### src/rtl/button_event_decoder.sv
// Turns the debounced button level into one-cycle click / double-click / long-press pulses.
// Pulses are registered, one cycle after the deciding edge; no backpressure, events are fire-and-forget.
module button_event_decoder #(
  parameter logic [31:0] LONG_TIME = 32'd50_000_000,
  parameter logic [31:0] GAP_TIME  = 32'd15_000_000
) (
  input  logic       clk_i,
  input  logic       rst_i,
  input  logic       btn_i,
  output logic       click_o,
  output logic       dclick_o,
  output logic       long_o,
  output logic       busy_o,
  output logic [2:0] state_o
);

  typedef enum logic [2:0] {
    IDLE      = 3'd0,
    PRESS1    = 3'd1,
    WAIT2     = 3'd2,
    PRESS2    = 3'd3,
    LONG_HELD = 3'd4
  } state_t;

  state_t      state_q, state_d;
  logic [31:0] cnt_q, cnt_d;
  logic        btn_q;
  logic        click_q, click_d;
  logic        dclick_q, dclick_d;
  logic        long_q, long_d;
  logic        rise, fall;

  assign rise = btn_i & ~btn_q;
  assign fall = ~btn_i & btn_q;

  always_comb begin
    state_d  = state_q;
    cnt_d    = '0;
    click_d  = 1'b0;
    dclick_d = 1'b0;
    long_d   = 1'b0;
    case (state_q)
      IDLE: begin
        if (rise) state_d = PRESS1;
      end
      PRESS1: begin
        // Release takes priority over reaching the long-press limit.
        if (!btn_i) begin
          state_d = WAIT2;
        end else if (cnt_q == LONG_TIME - 32'd1) begin
          state_d = LONG_HELD;
          long_d  = 1'b1;
        end else begin
          cnt_d = cnt_q + 32'd1;
        end
      end
      WAIT2: begin
        // A second press on the last gap cycle still counts as a double click.
        if (rise) begin
          state_d = PRESS2;
        end else if (cnt_q == GAP_TIME - 32'd1) begin
          state_d = IDLE;
          click_d = 1'b1;
        end else begin
          cnt_d = cnt_q + 32'd1;
        end
      end
      PRESS2: begin
        if (fall) begin
          state_d  = IDLE;
          dclick_d = 1'b1;
        end
      end
      LONG_HELD: begin
        if (!btn_i) state_d = IDLE;
      end
      default: state_d = IDLE;
    endcase
  end

  // btn_q resets high so a button held through reset never produces a rise.
  always_ff @(posedge clk_i or negedge rst_i) begin
    if (!rst_i) begin
      state_q  <= IDLE;
      cnt_q    <= '0;
      btn_q    <= 1'b1;
      click_q  <= 1'b0;
      dclick_q <= 1'b0;
      long_q   <= 1'b0;
    end else begin
      state_q  <= state_d;
      cnt_q    <= cnt_d;
      btn_q    <= btn_i;
      click_q  <= click_d;
      dclick_q <= dclick_d;
      long_q   <= long_d;
    end
  end

  assign click_o  = click_q;
  assign dclick_o = dclick_q;
  assign long_o   = long_q;
  assign busy_o   = (state_q != IDLE);
  assign state_o  = state_q;

endmodule

### config.mk
export PLATFORM = sky130hd
export DESIGN_NAME = button_event_decoder
export DESIGN_NICKNAME = d
export VERILOG_FILES = /design/src/rtl/button_event_decoder.sv
export SDC_FILE = /design/constraint.sdc
export NUM_CORES = 1
export LEC_CHECK = 0
export BUFFER_PORTS_ARGS = -buffer_cell sky130_fd_sc_hd__buf_2
export CORE_MARGIN = 3
export CORE_UTILIZATION = 55
export DETAILED_ROUTE_END_ITERATION = 7
export PLACE_DENSITY = 0.81
export SLEW_MARGIN = 20
export SYNTH_ARGS = -nofsm -noshare
export SYNTH_HDL_FRONTEND = slang
export SYNTH_SLANG_ARGS = --single-unit
export TNS_END_PERCENT = 50
### constraint.sdc
create_clock -name clk_i -period 2.2 [get_ports clk_i]
set_input_delay 0.22 -clock clk_i [delete_from_list [all_inputs] [get_ports clk_i]]
set_output_delay 0.22 -clock clk_i [all_outputs]
set_load 0.05 [all_outputs]
* Word-level counts from Yosys, hierarchy flattened
Cells that the tools add are included.
** Cells by class
- $add $sub $neg :: 1
- Equal/unequal tests :: 11
- Mux-type cells :: 21
- Bitwise logic cells :: 4
- Reduce and logical (&&, ||, !) cells :: 3
** Operator list (number)
- $mux 32 :: 4
- $pmux 32 s2 :: 1
- $add 32x1->32 const B :: 1
- $eq 32x24->1 const B :: 1
- $eq 32x26->1 const B :: 1
- $mux 3 :: 7
- $pmux 3 s5 :: 1
- $mux 1 :: 8
- $eq 3x2->1 const B :: 2
- $ne 2x2->1 const B :: 3
- $ne 3x3->1 const B :: 2
- $reduce_and 5->1 :: 1
- $eq 3x1->1 const B :: 1
- $eq 3x3->1 const B :: 1
- $logic_not 3->1 :: 1
- $reduce_bool 3->1 :: 1
- $and 1x1->1 :: 2
- $not 1->1 :: 2
** Storage, ports and cells
- Flip-flop bits (word level) :: 39
- Output and inout bits :: 7
- Word-level logic and storage cells :: 46

* Longest topological paths before layout
Gate-level depths: netlist of the first run.
- Depth after elaboration :: 4
- Gate-level depth with buffers :: 7
- Gate-level depth less buffers :: 6

* Least setup slack after synthesis of the first run
OpenSTA, ideal clock, no wires.
- Path kind :: register -> register
- Start point :: register state_q[0], in the netlist state_o[0]
- End point :: register cnt_q[10]
- Arrival :: 1.606 ns
- Path slack :: 0.523 ns
- Stages on the path, launching flop included :: 6
- Cells stage by stage :: dfrtp_1 -> clkbuf_1 -> nand3b_1 -> o22a_4 -> buf_6 -> nor2_1
** On the way
- Word-level cells in the longest chain between the ends :: 2
- Elaborated cells between the ends (all ways) :: 3
- Classes of those cells :: eq/ne: 2; mux: 1
** Ends and longest elaborated chain
- from (decl) :: line 25 : state_t state_q, state_d;
- from (signal assigned) :: line 91 : state_q <= state_d;
- $eq 3x2->1 or $eq 3x1->1 (tied branches) :: line 42 : case (state_q)
- $pmux 32 s2 (*) :: line 42
- named net cnt_d[10] :: line 26 : logic [31:0] cnt_q, cnt_d;
- to (signal assigned) :: line 92 : cnt_q <= cnt_d;
- to (decl) :: line 26
Mark *: on every way through the listed nets, which the timed path passes. The rest lies on a longest branch.
A chain may end at the register's enable or synchronous reset.

* Worst setup path after layout of the first run
- Start point :: register cnt_q[16]
- End point :: register state_q[2], in the netlist state_o[2]
** On the way
- Word-level cells in the longest chain between the ends :: 3
- Elaborated cells between the ends (all ways) :: 5
- Classes of those cells :: eq/ne: 4; reduce/logical: 1
** Ends and longest elaborated chain (line)
- $eq 32x24->1 or $eq 32x26->1 (tied branches) :: 61, 50
- $ne 3x3->1 (no source line)
- $reduce_and 5->1 (no source line) (*)
Every way passes the cells marked *; elsewhere a longest branch is shown, timed or not.

==> results.py, run 1 <==
metrics = {
    "run_status": {
        "status": "completed",
    },
    "clock_tree": {
        "cts_max_level": 2,
        "clk_path_buf_depth": 2,
        "numCtsBuffers": 5,
        "tritoncts": "built",
        "ctsResizeCount": 0,
        "clkSlewWorstSetupHoldPaths_ns": 0.08,
        "post-cts-setup-buffers": 0,
        "cts_hold_buf": 0,
        "cts_root_buffer": "clkbuf_8",
        "cts.sinks": 39,
        "clk_latency_ns": 0.29,
    },
    "route": {
        "route.detailed.drc": 0,
        "wl_per_cell_um": 16.4,
        "routed_via_density": 5.94,
        "ant_nets": 0,
        "drt_iter0_drc": 142,
        "routed_wl_um": 4470,
        "first_pass_iters": 4,
        "vias": 1622,
    },
    "yosys": {
        "synth_cells": 215,
        "syn-num-nets": 219,
        "syn_area_sq_um": 2100,
        "yosys_most_used_dff": "dfrtp_1",
        "synth_area_leaders": "dfrtp_1 45%, xor2_1 11%, nor2_1 6.6%, nand4_1 4.5%, nand3_1 3.6%",
        "synthArstFlopShare": 1.00,
        "yosysMostFrequentCell": "dfrtp_1",
        "ys_seq_elements": 39,
        "synth.distinct_cells": 38,
        "synth_top_area_share": 0.452,
        "netlist_top_cells_count": "38 x dfrtp_1, 37 x nor2_1, 26 x xor2_1, 15 x nand3_1, 15 x nand4_1",
        "postSynthAreaPerCell_sq_um": 9.78,
        "synth-edff-count": 0,
        "ys_seq_area_frac": 0.465,
        "yosysTopAreaCell": "dfrtp_1",
        "ys_warn_count": 0,
    },
    "worst_setup_path": {
        "crit_family": "simple AND/OR/NAND/NOR gates",
        "crit_path_end": "state_o[2]",
        "endpoint_kind": "flip-flop",
        "cpPeakStageDelay_ns": 0.49,
        "arrival_ns": 2.32,
        "reg2reg_from": "cnt_q[16]",
        "crit_path_cell_trace": "nor4_2 -> nand4b_1 -> nor3_1 -> o22a_4 -> and3_1",
        "critPathBufInv": 0,
        "crit_slowest_cell": "nor3_1",
        "r2r-end": "state_o[2]",
        "crit_start": "cnt_q[16]",
        "critPathKind": "reg -> reg",
        "r2r_slack_ns": 0.11,
        "critPathMaxFanout": 16,
        "cp-start-kind": "flip-flop",
        "critPathRequiredTime_ns": 2.43,
        "reg2reg_depth": 5,
        "path_depth": 5,
    },
    "finish": {
        "regArea_sq_um": 977,
        "area_growth_pct": 9.52,
        "antennaDiodeCount": 0,
        "drive_gt1_frac": 0.123,
        "multi_input_area_sq_um": 1070,
        "fillerInstances": 294,
        "fin_nets": 230,
        "final_cells": 273,
    },
    "die": {
        "core_sq_um": 3490,
        "core.rowCount": 21,
        "die_h_um": 67.8,
        "die_area_sq_um": 4600,
        "initial_utilization": 0.602,
        "die_w_um": 67.8,
        "boundaryPins": 10,
    },
    "place": {
        "gp_congestion": 0.823,
        "hpwl_um": 2810,
        "io_buffers": 9,
        "dp.cells": 264,
    },
    "sta": {
        "hold_viol": 0,
        "min_period_over_period": 0.949,
        "period_needed_ns": 2.09,
        "slew_violations": 0,
        "setup_violations": 0,
        "maxSlewHeadroom": 0.435,
        "fin_skew_ns": 0.00611,
        "clock.fmax_mhz": 479,
        "fin_tns_setup_ns": 0,
        "worst_slew_pin_slew_ns": 0.848,
    },
    "hold_path": {
        "min_path_type": "in -> async",
    },
    "power_and_ir_drop": {
        "p_int_uw": 1240,
        "peakVddDrop_mv": 0.438,
        "switching_share": 0.334,
        "p_seq_frac": 0.440,
        "switchingPower_uw": 624,
        "p_leak_uw": 0.00101,
        "pwr-share-comb": 0.233,
        "power.density_nw_per_um2": 811,
        "clkPwrFrac": 0.328,
    },
    "global_route": {
        "grt_max_degree": 40,
        "grt_pass1_vias": 1591,
        "grt_pass1_wl_um": 7450,
        "antenna_found_initial": 0,
        "grt_use_total": 0.217,
        "overflow": 0,
    },
    "job": {
        "drv_cap": 0,
    },
}
-- worst min path at each step --
stage                     start         end  slack, ns  depth (start not counted)
after detailed placement  rst_i    dclick_o       0.37                          1
after global placement    rst_i  state_o[0]       0.37                          1
after CTS                 rst_i    cnt_q[4]       0.06                          1
after global routing      btn_i       btn_q       0.07                          1
final                     rst_i    cnt_q[4]       0.03                          1
after floorplan           rst_i     click_o      -0.08                          0
-- layout by cell type (no fill, tap or decap), drive strengths merged, types with 5 or more instances in the layout --
cell and instances:
nand4 16, nand3 15, and2 5, buf 13
clkbuf 6, nor3 7, dfrtp 38, and3 6
xor2 26, nor2 37, nor4 8, nand2 13
-- stage by stage --
step	total power [uW]	worst slack (ns)	area, sq um	hold WS [ns]	util
global placement	1220	0.211	2170	0.365	0.620
finish	1870	0.111	2300	0.0318	0.659
CTS	1840	0.144	2280	0.0598	0.654
floorplan	1190	0.523	2100	-0.0756	-
detailed placement	1230	0.174	2170	0.374	0.620
global route	1960	-0.0236	2300	0.0689	0.659
-- sequential cells by signal, summed over array words and instances, names as in the netlist --
signal	cells
cnt_q	32
state_o	3
btn_q	1
click_o	1
dclick_o	1
long_o	1
-- metal layers --
layer / vias up / share of wire / global-route usage
met4: 0 / 0.018 / 0.0918
li1: 778 / - / -
met2: 35 / 0.48 / 0.348
met1: 800 / 0.46 / 0.280
met3: 9 / 0.042 / 0.0525
met5: - / 0 / 0
-- power groups by stage --
stage | logic, uW | registers, uW | clock network [uW]
4_1_cts | 401 | 818 | 625
3_3_place_gp | 392 | 830 | 0
6_report | 435 | 820 | 611
3_5_place_dp | 400 | 833 | 0
5_1_grt | 471 | 827 | 659
2_1_floorplan | 314 | 874 | 0
-- cell families (layout without fill, tap and decap cells) --
kind of cell,after synthesis,in the layout,synth area share
buf+inv,12,23,0.0357
xor+xnor,30,30,0.125
simple gates,123,123,0.329
mux,1,1,0.00476
flops,39,39,0.465
fa+ha+maj,1,1,0.00595
compound gates,9,10,0.0345
-- cell type report --
type                            count  area share
Timing Repair Buffer               13      0.0326
Tap cell                           46      0.0250
Clock buffer                        6      0.0359
Clock inverter                      2      0.0152
Inverter                            2     0.00326
Multi-Input combinational cell    165       0.464
Sequential cell                    39       0.424
Note: power is estimated with default switching activity, not from simulation.
==> inputs of run 2 (changes only) <==
--- a/config.mk
+++ b/config.mk
@@ -10,6 +10,7 @@
 export CORE_UTILIZATION = 55
 export DETAILED_ROUTE_END_ITERATION = 7
 export PLACE_DENSITY = 0.81
+export SETUP_SLACK_MARGIN = 0.4
 export SLEW_MARGIN = 20
 export SYNTH_ARGS = -nofsm -noshare
 export SYNTH_HDL_FRONTEND = slang
==> constraint.sdc (replaced) <==
create_clock -name clk_i -period 2.01 [get_ports clk_i]
set_input_delay 0.201 -clock clk_i [delete_from_list [all_inputs] [get_ports clk_i]]
set_output_delay 0.201 -clock clk_i [all_outputs]
set_load 0.05 [all_outputs]
==> results.py, run 2 (synthesis gave the netlist of run 1 again) <==
metrics = {
    "power_and_ir_drop": {
        "p_leak_uw": 0.00116,
        "power.density_nw_per_um2": 796,
        "pwr-share-comb": 0.273,
        "p_seq_frac": 0.441,
        "p_total_uw": 2040,
        "clkPwrFrac": 0.285,
        "p_int_uw": 1350,
        "switching_share": 0.339,
        "peakVddDrop_mv": 0.469,
        "switchingPower_uw": 692,
    },
    "die": {
        "initial_utilization": 0.602,
        "boundaryPins": 10,
        "die_w_um": 67.8,
        "core.rowCount": 21,
        "die_area_sq_um": 4600,
        "die_h_um": 67.8,
        "core_sq_um": 3490,
    },
    "route": {
        "routed_wl_um": 4700,
        "vias": 1742,
        "route.detailed.drc": 0,
        "first_pass_iters": 4,
        "wl_per_cell_um": 15.6,
        "ant_nets": 0,
        "routed_via_density": 5.77,
        "drt_iter0_drc": 146,
    },
    "finish": {
        "fin_nets": 259,
        "antennaDiodeCount": 0,
        "fillerInstances": 241,
        "fin_area_sq_um": 2560,
        "final_cells": 302,
        "largest_register_ffs": 32,
        "drive_gt1_frac": 0.273,
        "layout_common_cells": "34 x nor2_1, 34 x dfrtp_1, 31 x buf_4",
        "top_register": "cnt_q",
        "area_growth_pct": 21.9,
    },
    "hold_path": {
        "min_delay_path_depth": 1,
        "min_path_type": "in -> reg",
        "hold_end": "btn_q",
        "worstHoldStart": "btn_i",
    },
    "clock_tree": {
        "clk_latency_ns": 0.29,
        "numCtsBuffers": 5,
        "cts.sinks": 39,
        "cts_root_buffer": "clkbuf_8",
        "tritoncts": "built",
        "clk_path_buf_depth": 2,
        "clkSlewWorstSetupHoldPaths_ns": 0.07,
        "cts_max_level": 2,
    },
    "sta": {
        "hold_viol": 0,
        "fin_skew_ns": 0.00444,
        "rsz0062_at_grt": "true",
        "slew_violations": 0,
        "worst_slew_pin_slew_ns": 0.483,
        "min_period_over_period": 0.934,
        "clock.fmax_mhz": 533,
        "period_needed_ns": 1.88,
        "maxSlewHeadroom": 0.675,
        "whs_ns": 0.0562,
        "setup_violations": 0,
    },
    "worst_setup_path": {
        "reg2reg_from": "cnt_q[10]",
        "arrival_ns": 2.06,
        "critPathKind": "reg -> reg",
        "critPathRequiredTime_ns": 2.19,
        "endpoint_kind": "flip-flop",
        "reg2reg_depth": 6,
        "critPathMaxFanout": 18,
        "r2r_slack_ns": 0.13,
        "r2r-end": "cnt_q[9]",
        "cp-start-kind": "flip-flop",
    },
    "run_status": {
        "status": "completed",
    },
    "global_route": {
        "grt_use_total": 0.234,
        "grt_use_met3": 0.0673,
        "gr-usage-met1": 0.293,
        "grt_pass1_vias": 1720,
        "grt_pass1_wl_um": 7980,
        "overflow": 0,
        "grt_max_degree": 40,
        "use_met2": 0.363,
        "antenna_found_initial": 0,
        "busiest_layer": "met2",
    },
    "place": {
        "postPlaceCellArea_sq_um": 2230,
        "dp.cells": 270,
        "hpwl_um": 2780,
        "gp_congestion": 0.902,
        "io_buffers": 9,
    },
    "job": {
        "drv_cap": 0,
    },
}
-- run 2: changes by cell type in the layout (fill, tap and decap cells not counted), moves of 2 or more --
cell,before,now
dfrtp_2,0,4
nor2_1,37,34
dfrtp_1,38,34
nor2_2,0,3
nor4_1,5,3
buf_4,4,31
-- run 2: cell type report --
cell class / count / area, sq um / share of cell area
well taps: 46 / 57.6 / 0.0225
inverters: 2 / 7.51 / 0.00293
multi-input cells: 164 / 1100 / 0.428
flip-flops and latches: 39 / 982 / 0.383
clock buffers: 8 / 100 / 0.0391
repair buffers: 43 / 319 / 0.125
-- run 2: what timing repair did --
item | CTS | global route
hold buffers | 1 | 0
endpoints found under the hold margin | 38 | 0
buffers inserted | 21 | 2
resized for setup | 15 | 2
pin swaps | 22 | 5
endpoints found under the setup margin | 35 | 38
-- run 2: worst max-delay path: stages (launching register included) --
cell,delay [ns]
dfrtp_2,0.43
nor4_4,0.35
nand4b_1,0.24
nor3_2,0.30
o22a_4,0.22
buf_12,0.15
nor2_1,0.06
-- run 2: stage by stage --
step | worst slack, ns | TNS (ns) | util
after floorplan | 0.335 | 0 | -
after global placement | 0.130 | 0 | 0.637
after detailed placement | 0.0723 | 0 | 0.637
after CTS | 0.235 | 0 | 0.728
after global routing | -0.00134 | -0.00134 | 0.733
final | 0.133 | 0 | 0.733
-- run 2: per-layer routing --
| metal | up-vias | part of all wire | routed length (um) |
|---|---|---|---|
| li1 | 832 | - | - |
| met1 | 857 | 0.44 | 2050 |
| met2 | 42 | 0.49 | 2310 |
| met3 | 11 | 0.047 | 223 |
| met4 | 0 | 0.026 | 123 |
| met5 | - | 0 | 0 |
-- run 2: worst max-delay path by stage --
stage | from | endpoint | slack, ns | cells after the start
2_1_floorplan | cnt_q[10] | cnt_q[10] | 0.34 | 6
3_3_place_gp | cnt_q[28] | cnt_q[25] | 0.13 | 6
3_5_place_dp | cnt_q[28] | cnt_q[0] | 0.07 | 6
4_1_cts | cnt_q[31] | state_o[0] | 0.23 | 5
5_1_grt | cnt_q[10] | cnt_q[8] | -0.001 | 6
6_report | cnt_q[10] | cnt_q[9] | 0.13 | 6
-- run 2: power groups by stage --
stage	Clock (uW)	Sequential [uW]	Combinational (uW)
3_5_place_dp	0	916	497
4_1_cts	579	897	558
2_1_floorplan	0	959	343
5_1_grt	616	910	604
6_report	582	900	557
3_3_place_gp	0	910	491
==> inputs of run 3 (changes only) <==
--- a/config.mk
+++ b/config.mk
@@ -6,10 +6,12 @@
 export NUM_CORES = 1
 export LEC_CHECK = 0
 export BUFFER_PORTS_ARGS = -buffer_cell sky130_fd_sc_hd__buf_2
+export CELL_PAD_IN_SITES_DETAIL_PLACEMENT = 1
+export CELL_PAD_IN_SITES_GLOBAL_PLACEMENT = 1
 export CORE_MARGIN = 3
-export CORE_UTILIZATION = 55
+export CORE_UTILIZATION = 47
 export DETAILED_ROUTE_END_ITERATION = 7
-export PLACE_DENSITY = 0.81
+export PLACE_DENSITY = 0.86
 export SETUP_SLACK_MARGIN = 0.4
 export SLEW_MARGIN = 20
 export SYNTH_ARGS = -nofsm -noshare
==> results.py, run 3 (synthesis gave the netlist of run 1 again) <==
metrics = {
    "worst_setup_path": {
        "critPathMaxFanout": 18,
        "cp-start-kind": "flip-flop",
        "arrival_ns": 2.06,
        "r2r_slack_ns": 0.13,
        "critPathRequiredTime_ns": 2.19,
        "crit_start": "cnt_q[11]",
        "crit_path_end": "cnt_q[8]",
        "cpPeakStageDelay_ns": 0.43,
        "r2r-end": "cnt_q[8]",
        "crit_slowest_cell": "dfrtp_2",
        "crit_path_cell_trace": "nor4_4 -> nand4b_1 -> nor3_2 -> o22a_4 -> buf_12 -> nor2_1",
        "reg2reg_from": "cnt_q[11]",
        "reg2reg_depth": 6,
        "critPathKind": "reg -> reg",
        "endpoint_kind": "flip-flop",
    },
    "sta": {
        "period_needed_ns": 1.88,
        "min_period_over_period": 0.934,
        "setup_violations": 0,
        "fin_tns_setup_ns": 0,
        "worst_slew_pin_slew_ns": 0.597,
        "setup_ws_ns": 0.133,
        "hold_viol": 0,
        "clock.fmax_mhz": 533,
        "rsz0062_at_grt": "true",
        "maxSlewHeadroom": 0.602,
        "slew_violations": 0,
        "fin_skew_ns": 0.00844,
    },
    "global_route": {
        "antenna_found_initial": 0,
        "overflow": 0,
        "grt_use_total": 0.235,
        "grt_pass1_vias": 1897,
        "grt_pass1_wl_um": 9490,
        "grt_max_degree": 25,
    },
    "finish": {
        "final_cells": 297,
        "antennaDiodeCount": 0,
        "drive_gt1_frac": 0.275,
        "largest_register_ffs": 32,
        "fin_nets": 250,
        "final_common_cell": "dfrtp_1",
        "fin_area_sq_um": 2580,
        "area_growth_pct": 22.9,
        "top_register": "cnt_q",
        "layout_common_cells": "33 x dfrtp_1, 31 x nor2_1, 26 x xor2_1",
    },
    "route": {
        "vias": 1740,
        "routed_wl_um": 5630,
        "ant_nets": 0,
        "first_pass_iters": 4,
        "route.detailed.drc": 0,
        "drt_iter0_drc": 78,
        "wl_per_cell_um": 19.0,
        "routed_via_density": 5.86,
    },
    "clock_tree": {
        "cts_root_buffer": "clkbuf_8",
        "cts_max_level": 2,
        "cts.sinks": 39,
        "numCtsBuffers": 5,
        "clk_latency_ns": 0.30,
        "clkSlewWorstSetupHoldPaths_ns": 0.08,
        "tritoncts": "built",
        "clk_path_buf_depth": 2,
    },
    "hold_path": {
        "min_path_type": "in -> reg",
    },
    "die": {
        "initial_utilization": 0.507,
        "die_h_um": 72.9,
        "boundaryPins": 10,
        "die_area_sq_um": 5310,
        "core_sq_um": 4140,
        "die_w_um": 72.9,
        "core.rowCount": 23,
    },
    "place": {
        "gp_congestion": 0.759,
        "dp.cells": 277,
        "hpwl_um": 3590,
        "postPlaceCellArea_sq_um": 2270,
        "io_buffers": 9,
        "pre_cts_slack_ns": 0.0812,
    },
    "power_and_ir_drop": {
        "p_leak_uw": 0.00113,
        "peakVddDrop_mv": 0.417,
        "power.density_nw_per_um2": 845,
    },
    "run_status": {
        "status": "completed",
    },
    "job": {
        "drv_cap": 0,
    },
}
run 3: changes by cell type in the layout (fill, tap and decap cells not counted), sizes merged:
cell    delta
buf        -9
bufinv     +1
clkbuf     -2
clkinv     +1
run 3: report_power, final:
part / leakage (uW) / internal (uW) / switching [uW]
clock network: 0.0000612 / 402 / 278
registers: 0.000530 / 825 / 73.5
logic: 0.000538 / 228 / 377
run 3: timing repair:
item / 4_1_cts / 5_1_grt
resized for setup: 24 / 6
hold buffers: 1 / 0
endpoints found under the hold margin: 22 / 0
setup endpoints to repair: 38 / 37
setup buffers: 9 / 2
pin swaps: 14 / 9
run 3: final cells by class:
class	instances	area, sq um
Clock buffer	6	82.6
Clock inverter	2	35.0
Multi-Input combinational cell	164	1140
Sequential cell	39	983
Fill cell	467	1560
Timing Repair Buffer	34	273
Tap cell	50	62.6
Inverter	2	7.51
run 3: worst min path at each step:
stage | start | end | slack, ns | cells past startpoint
2_1_floorplan | rst_i | click_o | -0.09 | 0
3_3_place_gp | rst_i | cnt_q[1] | 0.24 | 1
3_5_place_dp | rst_i | cnt_q[1] | 0.24 | 1
4_1_cts | btn_i | btn_q | 0.04 | 1
5_1_grt | btn_i | btn_q | 0.05 | 1
6_report | btn_i | btn_q | 0.06 | 1
run 3: per-layer routing:
layer,routed length (um),vias up,track usage
li1,-,809,-
met1,2350,885,0.294
met2,2990,38,0.416
met3,197,8,0.0455
met4,83,0,0.0615
met5,0,-,0
run 3: through the flow:
stage | utilization | total power, uW | hold slack, ns
floorplan | - | 1300 | -0.0946
global placement | 0.547 | 1410 | 0.236
detailed placement | 0.547 | 1430 | 0.240
CTS | 0.614 | 2190 | 0.0416
global route | 0.623 | 2300 | 0.0530
finish | 0.623 | 2180 | 0.0557
run 3: worst max-delay path: cells and delay by family (launching register included):
kind                   cells  cell delay, ns
AO/OA/AOI/OAI              1            0.24
buffers and inverters      1            0.15
flip-flops                 1            0.43
AND/OR/NAND/NOR            4            0.94
